--- config.mk ---
export PLATFORM = sky130hd
export DESIGN_NAME = sram_ctrl
export DESIGN_NICKNAME = d
export VERILOG_FILES = /design/src/rtl/sram_ctrl_pkg.sv /design/src/rtl/sram_wait_cnt.sv /design/src/rtl/sram_ctrl.sv
export SDC_FILE = /design/constraint.sdc
export NUM_CORES = 1
export LEC_CHECK = 0
export CAP_MARGIN = 5
export CELL_PAD_IN_SITES_DETAIL_PLACEMENT = 1
export CELL_PAD_IN_SITES_GLOBAL_PLACEMENT = 1
export CORE_ASPECT_RATIO = 1.75
export CORE_MARGIN = 2
export CORE_UTILIZATION = 49
export CTS_BUF_LIST = sky130_fd_sc_hd__clkbuf_16
export CTS_CLUSTER_DIAMETER = 30
export DETAILED_ROUTE_END_ITERATION = 8
export DONT_BUFFER_PORTS = 1
export GPL_ROUTABILITY_DRIVEN = 0
export GPL_TIMING_DRIVEN = 0
export PLACE_DENSITY_LB_ADDON = 0.3
export SLEW_MARGIN = 10
export SYNTH_ARGS = -nofsm -noshare
export SYNTH_HDL_FRONTEND = slang
export SYNTH_SLANG_ARGS = --single-unit
--- constraint.sdc ---
create_clock -name clk -period 5.4 [get_ports clk]
set_clock_uncertainty 0.2 [all_clocks]
set_input_delay 1.35 -clock clk [delete_from_list [all_inputs] [get_ports clk]]
set_output_delay 1.35 -clock clk [all_outputs]
set_load 0.02 [all_outputs]
--- src/rtl/sram_ctrl_pkg.sv ---
// Shared types and defaults for the SRAM initiator: FSM state encodings,
// the default access length and the word-alignment helper.
package sram_ctrl_pkg;

  typedef enum logic [2:0] {
    ST_IDLE    = 3'd0,
    ST_SETUP   = 3'd1,
    ST_ACCESS  = 3'd2,
    ST_RECOVER = 3'd3,
    ST_ERR     = 3'd4
  } state_t;

  localparam int WAIT_CYCLES_DEF = 2;

  function automatic logic is_word_aligned(input logic [1:0] lsb);
    return (lsb == 2'b00);
  endfunction

endpackage

--- src/rtl/sram_wait_cnt.sv ---
// Loadable down-counter that times the oe/we strobe width; zero marks the
// last strobe cycle.
module sram_wait_cnt #(
  parameter int CNT_W = 2
) (
  input  logic             clk,
  input  logic             rst,
  input  logic             load,
  input  logic             dec,
  input  logic [CNT_W-1:0] load_val,
  output logic             zero
);

  logic [CNT_W-1:0] cnt_r;

  // Counter register: load has priority, decrement saturates at zero.
  always_ff @(posedge clk) begin
    if (rst) begin
      cnt_r <= {CNT_W{1'b0}};
    end else if (load) begin
      cnt_r <= load_val;
    end else if (dec && (cnt_r != {CNT_W{1'b0}})) begin
      cnt_r <= cnt_r - CNT_W'(1);
    end else begin
      cnt_r <= cnt_r;
    end
  end

  assign zero = (cnt_r == {CNT_W{1'b0}});

endmodule

--- src/rtl/sram_ctrl.sv ---
// Single-word initiator for an asynchronous cs/oe/we SRAM: setup, a
// WAIT_CYCLES strobe window and one recovery cycle per access.
module sram_ctrl
  import sram_ctrl_pkg::*;
#(
  parameter int ADDR_W      = 32,
  parameter int DATA_W      = 32,
  parameter int WAIT_CYCLES = WAIT_CYCLES_DEF
) (
  input  logic              clk,
  input  logic              rst,
  input  logic              req,
  input  logic              req_we,
  input  logic [ADDR_W-1:0] req_addr,
  input  logic [DATA_W-1:0] req_wdata,
  output logic              ready,
  output logic              rsp_valid,
  output logic              rsp_err,
  output logic [DATA_W-1:0] rsp_rdata,
  output logic              cs,
  output logic              oe,
  output logic              we,
  output logic [ADDR_W-1:0] addr,
  output logic [DATA_W-1:0] din,
  input  logic [DATA_W-1:0] dout
);

  localparam int CNT_W = $clog2(WAIT_CYCLES + 1);

  if (WAIT_CYCLES < 1) begin : g_wait_chk
    $error("sram_ctrl: WAIT_CYCLES must be at least 1");
  end

  state_t state_r;
  logic   op_we_r;
  logic   cnt_load_s;
  logic   cnt_dec_s;
  logic   cnt_zero_s;

  assign cnt_load_s = (state_r == ST_SETUP);
  assign cnt_dec_s  = (state_r == ST_ACCESS) && !cnt_zero_s;

  sram_wait_cnt #(
    .CNT_W(CNT_W)
  ) u_wait_cnt (
    .clk     (clk),
    .rst     (rst),
    .load    (cnt_load_s),
    .dec     (cnt_dec_s),
    .load_val(CNT_W'(WAIT_CYCLES - 1)),
    .zero    (cnt_zero_s)
  );

  // Transaction FSM; every output is a register updated here.
  always_ff @(posedge clk) begin
    if (rst) begin
      state_r   <= ST_IDLE;
      op_we_r   <= 1'b0;
      ready     <= 1'b1;
      rsp_valid <= 1'b0;
      rsp_err   <= 1'b0;
      rsp_rdata <= {DATA_W{1'b0}};
      cs        <= 1'b0;
      oe        <= 1'b0;
      we        <= 1'b0;
      addr      <= {ADDR_W{1'b0}};
      din       <= {DATA_W{1'b0}};
    end else begin
      case (state_r)
        ST_IDLE: begin
          if (req) begin
            op_we_r <= req_we;
            ready   <= 1'b0;
            if (is_word_aligned(req_addr[1:0])) begin
              // cs rises one cycle ahead of the strobe so oe/we never share a cs edge.
              addr    <= req_addr;
              din     <= req_wdata;
              cs      <= 1'b1;
              state_r <= ST_SETUP;
            end else begin
              state_r <= ST_ERR;
            end
          end else begin
            state_r <= ST_IDLE;
          end
        end
        ST_SETUP: begin
          oe      <= !op_we_r;
          we      <= op_we_r;
          state_r <= ST_ACCESS;
        end
        ST_ACCESS: begin
          if (cnt_zero_s) begin
            oe        <= 1'b0;
            we        <= 1'b0;
            rsp_valid <= 1'b1;
            rsp_err   <= 1'b0;
            if (!op_we_r) begin
              rsp_rdata <= dout;
            end else begin
              rsp_rdata <= rsp_rdata;
            end
            state_r <= ST_RECOVER;
          end else begin
            state_r <= ST_ACCESS;
          end
        end
        ST_RECOVER: begin
          cs        <= 1'b0;
          rsp_valid <= 1'b0;
          rsp_err   <= 1'b0;
          ready     <= 1'b1;
          state_r   <= ST_IDLE;
        end
        ST_ERR: begin
          // Error response shares the recovery cycle so its pulse timing matches.
          rsp_valid <= 1'b1;
          rsp_err   <= 1'b1;
          state_r   <= ST_RECOVER;
        end
        default: begin
          cs        <= 1'b0;
          oe        <= 1'b0;
          we        <= 1'b0;
          rsp_valid <= 1'b0;
          rsp_err   <= 1'b0;
          ready     <= 1'b1;
          state_r   <= ST_IDLE;
        end
      endcase
    end
  end

endmodule

==> flow_summary.yaml <==
place:
  place_ws_ns: 2.016
  port_buffers: 0
  placed_cells: 625
  hpwl_um: 10300
  placed_cell_area_mm2: 0.004950
global_routing:
  grt_pass1_wl_um: 21310
  grt_overflow: 0
  grt_use_met2: 0.4848
  top_usage_layer: "met2"
  grt_max_degree: 18
  grt_antenna_before_repair: 0
  grt_pass1_vias: 4260
  use_met1: 0.2459
  grt_use_total: 0.2562
  gr-usage-met3: 0.07687
power_and_ir_drop:
  swShare: 0.3217
  pwr-share-comb: 0.181
  ir_drop_v: 0.0002081
  p_switching_w: 0.0006375
  internal_power_w: 0.001344
  p_clk_frac: 0.330
  leakagePower_nw: 1.630
  p_seq_frac: 0.489
  power.density_mw_per_mm2: 378.0
drt:
  first_pass_iters: 4
  vias: 3921
  wl_um: 13830
  drc: 0
  vias_per_cell: 6.117
  antenna_left: 0
  route.detailed.wl_per_inst_um: 21.57
  dr.first_iter.drc_count: 143
run:
  maxCapViolations: 0
logic_synthesis:
  avgSynthCellArea_um2: 9.537
  yosys-top-cells-area: "dfxtp_1 (45%), o31ai_2 (9.9%), nand2b_1 (8.9%), a21oi_1 (7.4%), mux2i_1 (6.7%)"
  synth_cells: 503
  ys_warn_count: 0
  syn-num-nets: 604
  synth_top_area_frac: 0.4507
  yosysUniqueCellTypes: 31
  yosys.area.top_type: "dfxtp_1"
  netlist_area_mm2: 0.004797
  ys_seq_elements: 108
  seq_area_frac_synth: 0.4507
worst_setup_path:
  r2r-end: "din[17]"
  rr_worst_depth: 6
  reg2reg_slack_ns: 3.18
  cp-end-kind: "flop"
  critPathRequiredTime_ns: 5.47
  path_class: "in2reg"
  cp_max_fo: 10
  r2r_start: "state_r[2]"
  cp-start-kind: "input port"
  critPathArrivalTime_ns: 3.10
floorplanning:
  start_util: 0.5067
  rows: 47
  fp.dieArea_mm2: 0.01063
  die_h_um: 134.9
  die-width_um: 78.80
  core_area_mm2: 0.009468
  io_pins: 202
timing:
  tightest_slew_ns: 0.7213
  setup-violations-final: 0
  max_freq_mhz: 329.8
  min_period_ns: 3.032
  slew_violations: 0
  setup_ws_ns: 2.368
  relSlewSlack: 0.5191
  finalSetupTns_ns: 0
  finalHoldViolations: 0
  rsz0062_at_grt: "no"
  period_share: 0.5615
cells_and_area:
  fillCellCount: 1098
  stdcell_count: 641
  antenna-diode-count: 0
  layout.nets: 615
  drive_gt1_frac: 0.1349
  ff_latch_area_mm2: 0.002162
  syn_to_final_growth_pct: 9.259
  multiInputGateArea_mm2: 0.002336
  final_cell_area_mm2: 0.005241
clock_network:
  path_clk_slew_ns: 0.07
  clock-sinks: 108
  cts-buffers-inserted: 9
  cts_tree: "yes"
  insertion_delay_ns: 0.34
  h-tree-depth: 3
  clockBufferDepth: 2
  post_cts_buffers: 0
  cts_root_buf: "clkbuf_16"
  postCtsResizedCells: 0
  cts_hold_buf: 0
worst_hold_path:
  worst_hold_startpoint: "u_wait_cnt.cnt_r[1]"
  min_path_cells: 2
  hp-class: "reg2reg"
  min_to: "u_wait_cnt.cnt_r[1]"
outcome:
  status: "complete, no violations"
cell type report:
type,instances,share of cell area
Buffer,58,0.05419
Multi-Input combinational cell,333,0.4457
Tap cell,122,0.02912
Clock buffer,9,0.04297
Sequential cell,108,0.4125
Inverter,4,0.002865
Clock inverter,7,0.01265
sequential cells by signal, summed over array words and instances, names as in the netlist:
name,cells
oe,1
cs,1
rsp_valid,1
state_r,3
rsp_rdata,32
ready,1
we,1
u_wait_cnt.cnt_r,2
op_we_r,1
din,32
addr,32
rsp_err,1
power groups by stage:
stage | combinational [W] | sequential, W | clock [W]
3_5_place_dp | 0.000356 | 0.000988 | 0
5_1_grt | 0.000393 | 0.000977 | 0.000700
4_1_cts | 0.000362 | 0.000970 | 0.000668
6_report | 0.000358 | 0.000970 | 0.000654
3_3_place_gp | 0.000339 | 0.000985 | 0
2_1_floorplan | 0.000280 | 0.000970 | 0
logic make-up (layout without fill, tap and decap cells):
logic type      count (synthesis)  count (layout)  synth area share
fa+ha+maj                       2               2          0.004695
simple gates                  156             156            0.1909
buf+inv                        62              78           0.06234
flops                         108             108            0.4507
mux                            32              32           0.06677
compound gates                142             142            0.2227
xor+xnor                        1               1          0.001826
layer usage:
layer	vias to the layer above	wire length [um]
met1	1895	4691
li1	1821	-
met2	168	7665
met4	0	474
met5	-	0
met3	37	998
placed cells by master (no fill, tap or decap), types with 2 or more instances in the layout:
cell type / n
buf_6: 6
buf_1: 8
nor4b_1: 2
o21ai_0: 5
clkinv_2: 3
clkbuf_16: 9
nor3_1: 4
nor2_1: 3
nand3_1: 63
nor4_1: 2
dfxtp_1: 108
mux2i_1: 32
o31ai_2: 38
inv_1: 4
o31ai_1: 24
clkbuf_1: 35
buf_4: 4
nand2_1: 3
a21oi_1: 71
buf_2: 5
nor3b_1: 5
nand4_1: 2
nand2b_1: 68
a2111oi_0: 2
worst max-delay path, stage by stage:
cell and delay [ns]:
clkbuf_1 0.26, nor2_1 0.24, clkbuf_1 0.48, clkbuf_1 0.41
nand3_1 0.21, a21oi_1 0.15
Yosys cell counts:
library cell and count:
nor4_1 2, or3_1 1, nand3_1 63, dfxtp_1 108, o31ai_2 38, ha_1 1
clkbuf_1 35, buf_6 6, buf_1 8, and3b_1 1, nand2_1 3, nand4_1 2
xor2_1 1, o31ai_1 24, nor3_1 4, a21boi_0 1, a211oi_1 1, mux2i_1 32
nor4b_4 1, a21oi_1 71, maj3_1 1, o21ai_0 5, nand2b_1 68, a2111oi_0 2
buf_2 5, inv_1 4, nor3b_1 5, buf_4 4, nor2_1 3, or4b_4 1
nor4b_1 2
worst max path at each step:
stage | start | to | slack [ns] | cells past startpoint
floorplan | req_addr[0] | addr[28] | 2.70 | 6
global placement | req_addr[1] | din[14] | 2.10 | 6
detailed placement | req_addr[0] | din[14] | 2.02 | 6
CTS | req_addr[0] | din[14] | 2.36 | 6
global route | req_addr[0] | din[14] | 2.23 | 6
finish | req_addr[0] | din[14] | 2.37 | 6
stage by stage:
stage | power (W) | hold WS (ns) | util
floorplan | 0.001250 | 0.2787 | -
global placement | 0.001324 | 0.2923 | 0.5228
detailed placement | 0.001345 | 0.3173 | 0.5228
CTS | 0.002000 | 0.3262 | 0.5536
global route | 0.002069 | 0.3504 | 0.5536
finish | 0.001981 | 0.3233 | 0.5536
Note: power is estimated with default switching activity, not from simulation.
